File: config.mk
export PLATFORM = sky130hd
export DESIGN_NAME = des32b_align
export DESIGN_NICKNAME = d
export VERILOG_FILES = /design/src/rtl/des32b_align.sv
export SDC_FILE = /design/constraint.sdc
export NUM_CORES = 1
export LEC_CHECK = 0
export CORE_ASPECT_RATIO = 1.2
export CORE_MARGIN = 5
export CORE_UTILIZATION = 25
export DETAILED_ROUTE_END_ITERATION = 8
export GPL_TIMING_DRIVEN = 0
export PLACE_DENSITY_LB_ADDON = 0.25
export SLEW_MARGIN = 20
export SYNTH_ARGS = -nofsm -noshare
export SYNTH_HDL_FRONTEND = slang
export SYNTH_SLANG_ARGS = --single-unit
File: constraint.sdc
create_clock -name CLKBit -period 3.1 [get_ports CLKBit]
set_input_delay 0.465 -clock CLKBit [delete_from_list [all_inputs] [get_ports CLKBit]]
set_output_delay 0.465 -clock CLKBit [all_outputs]
set_load 0.1 [all_outputs]
File: src/rtl/des32b_align.sv
// des32b_align: serial-to-parallel deserializer with word alignment.
//
// The block hunts for SYNC_WORD at any bit offset. It then confirms that
// LOCK_CNT consecutive syncs land on the word boundary, and after that it
// delivers one 32-bit word per 32 bit-clocks.
//
// Ports:
//   CLKBit    in   1   bit-rate clock (the only clock)
//   RST       in   1   synchronous, active-high reset
//   DataIn    in   1   serial data, MSB first
//   Realign   in   1   forces a return to HUNT
//   DataOut   out  32  last deserialized word
//   DataValid out  1   one-cycle strobe when DataOut updates
//   CLKWord   out  1   word clock (bit 4 of the word counter)
//   Locked    out  1   high only in LOCKED
//   ErrCnt    out  16  sequence error count (only with DES_SEQCHK_EN)
//
// Build option: define DES_SEQCHK_EN to add the payload sequence checker
// and the ErrCnt port. The checker expects each word to be the previous
// word + 1.
//
// state  | meaning
// HUNT   | searching every cycle for SYNC_WORD at any bit offset
// VERIFY | boundary fixed, counting consecutive boundary-aligned syncs
// LOCKED | aligned, strobing one payload word per boundary

module des32b_align #(
    parameter logic [31:0] SYNC_WORD = 32'hF0F0_A5C3,
    parameter int unsigned LOCK_CNT  = 4
) (
    input  logic        CLKBit,
    input  logic        RST,
    input  logic        DataIn,
    input  logic        Realign,
    output logic [31:0] DataOut,
    output logic        DataValid,
    output logic        CLKWord,
    output logic        Locked
`ifdef DES_SEQCHK_EN
    ,
    output logic [15:0] ErrCnt
`endif
);

    typedef enum logic [1:0] {
        HUNT   = 2'd0,
        VERIFY = 2'd1,
        LOCKED = 2'd2
    } state_t;

    localparam logic [3:0] LOCK_CNT_W = 4'(LOCK_CNT);

    state_t      state;
    logic [31:0] sr;
    logic [4:0]  wc;
    logic [3:0]  mc;
    logic        match;
    logic        boundary;

`ifdef DES_SEQCHK_EN
    // The first word after entering LOCKED has no predecessor to compare with.
    logic        first_word;
`endif

    assign match    = (sr == SYNC_WORD);
    assign boundary = (wc == 5'd0);
    assign CLKWord  = wc[4];

    always_ff @(posedge CLKBit) begin
        if (RST) begin
            state     <= HUNT;
            sr        <= '0;
            wc        <= 5'b11111;
            mc        <= '0;
            DataOut   <= '0;
            DataValid <= 1'b0;
            Locked    <= 1'b0;
`ifdef DES_SEQCHK_EN
            ErrCnt     <= '0;
            first_word <= 1'b0;
`endif
        end else begin
            sr        <= {sr[30:0], DataIn};
            wc        <= wc - 5'd1;
            DataValid <= 1'b0;

            if (Realign) begin
                // The word counter keeps free-running; only the FSM restarts.
                state  <= HUNT;
                mc     <= '0;
                Locked <= 1'b0;
            end else begin
                case (state)
                    HUNT: begin
                        if (match) begin
                            // The next word's first bit arrives this edge,
                            // so its last bit lands when wc reaches 0.
                            wc <= 5'd31;
                            mc <= 4'd1;
                            if (LOCK_CNT_W == 4'd1) begin
                                state  <= LOCKED;
                                Locked <= 1'b1;
`ifdef DES_SEQCHK_EN
                                first_word <= 1'b1;
`endif
                            end else begin
                                state <= VERIFY;
                            end
                        end
                    end

                    VERIFY: begin
                        if (boundary) begin
                            if (match) begin
                                mc <= mc + 4'd1;
                                if (mc + 4'd1 == LOCK_CNT_W) begin
                                    state  <= LOCKED;
                                    Locked <= 1'b1;
`ifdef DES_SEQCHK_EN
                                    first_word <= 1'b1;
`endif
                                end
                            end else begin
                                state <= HUNT;
                                mc    <= '0;
                            end
                        end
                    end

                    LOCKED: begin
                        if (boundary) begin
                            DataOut   <= sr;
                            DataValid <= 1'b1;
`ifdef DES_SEQCHK_EN
                            first_word <= 1'b0;
                            if (!first_word && (sr != DataOut + 32'd1) &&
                                (ErrCnt != 16'hFFFF)) begin
                                ErrCnt <= ErrCnt + 16'd1;
                            end
`endif
                        end
                    end

                    default: begin
                        state  <= HUNT;
                        mc     <= '0;
                        Locked <= 1'b0;
                    end
                endcase
            end
        end
    end

endmodule

Yosys cells after proc, flatten, opt, wreduce, memory -nomap -nowiden
Cells that the tools add are included.

Bits in registers: 77. Input bits: 4.

Bitwise operators: 3. $add $sub $neg: 2. Reductions and logical operators: 9. Equality and inequality tests: 9. Muxes and demuxes: 17.

Operators with widths (number): == test 32 bit (second input constant) (1); 2-to-1 mux 5 bit (3); 2-to-1 mux 4 bit (3); one-hot mux 4 bit (3 select lines) (1); 2-to-1 mux 2 bit (4); inequality test 2 bit (second input constant) (4); AND reduction 4 bit (2); one-hot mux 2 bit (3 select lines) (1); AND reduction 3 bit (2); logical NOT 5 bit (1); subtractor 5 x 1 -> 5 bit (second input constant) (1); adder 4 x 1 -> 4 bit (second input constant) (1); == test 4 x 3 -> 1 bit (second input constant) (1); 2-to-1 mux 1 bit (4); OR reduction 2 bit (2); inequality test 3 bit (second input constant) (1); NOT 1 bit (3); OR reduction 3 bit (1); == test 2 x 1 -> 1 bit (second input constant) (1); == test 2 bit (second input constant) (1); logical NOT 2 bit (1); one-hot mux 1 bit (2 select lines) (1).

Depth between registers and ports, before layout
Word-level depth: 6. Mapped depth: 10. Depth with buffers taken out: 7.

Least setup slack after synthesis
No wires, ideal clock.

Path kind: reg-to-reg. Start point: register wc[4]. End point: register DataOut[10]. Stages on the path, launching flop included: 8. Path slack: 831 ps. Data arrival time: 2199 ps. Cells stage by stage: dfxtp_1 -> or3_1 -> clkbuf_1 -> or3_1 -> clkbuf_1 -> clkbuf_1 -> nand2_1 -> a21oi_1.

Word-level cells in the longest chain between the ends: 2.

RTL lines: start, declared (line 55) `logic [4:0] wc;`; start signal, assigned (line 84) `wc <= wc - 5'd1;`; logical NOT 5 bit (line 66) `assign boundary = (wc == 5'd0);`; AND reduction 3 bit (no source line); end signal, assigned (line 132) `DataOut <= sr;`; end, declared (line 35) `output logic [31:0] DataOut,`.

Every way passes these cells. A chain may end at the register's enable or synchronous reset.

Worst setup path after layout
Start point: register wc[0]. End point: register DataOut[30].

Same word-level chain as after synthesis.

==> results_dict.tcl <==
set metrics [dict create \
    numCtsBuffers 9 \
    mostFrequentLayoutCells "dfxtp_1 (77), nand2_1 (66), clkdlybuf4s50_1 (38)" \
    fmax_mhz 417 \
    critPathRequiredTime_ps 3350 \
    finalWorstSetupSlack_ps 701 \
    ir_drop_v 0.000198 \
    seqPwrFrac 0.518 \
    sw_frac_of_total 0.203 \
    path_max_fanout 10 \
    gp_congestion 0.738 \
    setup_viol_count_final 0 \
    final_common_cell "dfxtp_1" \
    status "completed" \
    hold_path.class "flip-flop to flip-flop" \
    hpwl_um 4150 \
    synth_ff_type "dfxtp_1" \
    die_h_um 124 \
    antenna_found_initial 0 \
    fin_crit_sh 0.774 \
    ant_nets 0 \
    powerDensity_nw_per_um2 554 \
    maxCapViolCount 0 \
    drtIter0Drc 66 \
    first_pass_iters 4 \
    die-area_sq_um 13000 \
    drv_slew 0 \
    synth_area_sq_um 2700 \
    start_util 0.256 \
    drc 0 \
    skew_ps 4.78 \
    cp-end-kind "flip-flop" \
    worst_slew_pin_slew_ps 1000 \
    clk_pin_slew_ps 50 \
    rows 41 \
    grt_max_degree 12 \
    slew_headroom 0.331 \
    grt_pass1_vias 2084 \
    post_cts_buffers 0 \
    startpoint_type "flip-flop" \
    area_growth_pct 29.3 \
    grt_pass1_wl_um 9730 \
    combPwrFrac 0.019 \
    syn-num-nets 302 \
    timing.setup.tns_ps 0 \
    synth_edf_count 0 \
    clock_latency_ps 320 \
    cts-hold-fix-buffers 0 \
    fin_crit_ps 2400 \
    grt_usage 0.0948 \
    fillCellCount 1111 \
    p_sw_mw 0.392 \
    drive_gt1_frac 0.0576 \
    drt-wirelength-per-cell_um 12.2 \
    ys_types 34 \
    drt-total-wl_um 5820 \
    pre_cts_slack_ps 637 \
    viasPerCell 4.40 \
    ctsResizeCount 0 \
    worstSetupPathType "flip-flop to flip-flop" \
    cts_root_buf "clkbuf_16" \
    rsz0062_at_grt "no" \
    cts_tree "built" \
    ys_seq_area_frac 0.572 \
    antennaDiodeCount 0 \
    vias 2093 \
    hold_viol 0 \
    p_int_mw 1.54 \
    grt_overflow 0 \
    io_pins 39 \
    clockBufferDepth 2 \
    syn_avg_cell_area_sq_um 9.14 \
    ctsHtreeMaxLevel 3 \
    crit_arrival_ps 2650 \
    hold_ws_ps 454 \
    clock_power_share 0.464 \
    die_x_um 105 \
    core_area_sq_um 10500 \
    fin_nets 351 \
    syn_inst 295 \
    cts_sinks 77 \
    cellLeakagePower_nw 1.20 \
    port_buffers 38 \
    synth-async-reset-ratio 0 \
    synth-seq-cells 77 \
    yosysWarnings 0 \
]
layout make-up:
| type | instances | area (sq um) | area share |
|---|---|---|---|
| flip-flops and latches | 77 | 1540 | 0.442 |
| multi-input cells | 196 | 1070 | 0.307 |
| plain buffers | 18 | 68.8 | 0.0197 |
| clock inverters | 3 | 15.0 | 0.00431 |
| well taps | 129 | 161 | 0.0463 |
| repair buffers | 38 | 380 | 0.109 |
| clock buffers | 11 | 233 | 0.0668 |
| inverters | 4 | 15.0 | 0.00431 |
layer usage:
metal,global-route usage,part of all wire,up-vias
li1,-,-,1089
met2,0.153,0.47,29
met5,0,0,-
met1,0.112,0.48,964
met4,0.0552,0.024,0
met3,0.0290,0.032,11
synthesized netlist by cell type, types with 2 or more instances:
cell,number,area share
a2111oi_0,2,0.0065
a21oi_1,34,0.063
and4b_1,2,0.0074
clkbuf_1,17,0.024
dfxtp_1,77,0.57
ha_1,3,0.014
inv_1,4,0.0056
nand2_1,66,0.092
nand2b_1,8,0.019
nand3_1,2,0.0037
nand3b_1,3,0.0084
nand4_1,3,0.0070
nor2_1,8,0.011
nor2b_1,32,0.074
nor3_1,4,0.0074
nor4b_1,2,0.0065
o211ai_1,2,0.0056
o21ai_0,4,0.0074
o2bb2ai_1,2,0.0065
or2_2,4,0.0093
or3_1,2,0.0046
or4_1,2,0.0056
kinds of logic (layout without fill, tap and decap cells):
group	after synthesis	count (layout)	synth area share
xor gates and xnor gates	1	1	0.00325
DFF	77	77	0.572
adders and majority gates	3	3	0.0139
AOI/OAI and AO/OA	51	51	0.114
and+or+nand+nor	141	141	0.266
buffers and inverters	22	74	0.0311
power by group through the flow:
stage	sequential, mW	combinational (mW)	clock [mW]
after floorplan	1.02	0.0239	0
after detailed placement	1.02	0.0369	0
after global routing	0.999	0.0417	0.972
after CTS	0.998	0.0372	0.925
final	0.999	0.0360	0.895
after global placement	1.02	0.0370	0
worst max-delay path: stages (launching register included):
cell      delay (ps)
dfxtp_1          300
inv_1             60
ha_1             160
nand2b_1         110
or3_1            310
clkbuf_1         210
nor3_1           480
clkbuf_1         440
nand2_1          130
a21oi_1          130
per-stage QoR:
step                      cells  total power [mW]  utilization  instance area, sq um
after floorplan             295              1.04            -                  2700
after global placement      462              1.06        0.308                  3240
after detailed placement    462              1.06        0.308                  3240
after CTS                   476              1.96        0.331                  3490
after global routing        476              2.01        0.331                  3490
final                       476              1.93        0.331                  3490
final timing paths:
path	slack, ps	depth (start not counted)	to	from
hold / removal	450	2	DataOut[17]$_SDFFE_PP0P_	DataOut[17]$_SDFFE_PP0P_
setup reg to reg	700	9	DataOut[30]$_SDFFE_PP0P_	wc[0]$_SDFF_PP1_
setup / recovery	700	9	DataOut[30]$_SDFFE_PP0P_	wc[0]$_SDFF_PP1_
hold reg to reg	450	2	DataOut[17]$_SDFFE_PP0P_	DataOut[17]$_SDFFE_PP0P_
state kept, by name, indices dropped and copies added (netlist names):
name / flops
DataOut: 32
sr: 32
wc: 5
mc: 4
state: 2
DataValid: 1
Locked: 1
No activity file was read; power rests on OpenSTA's default activity.
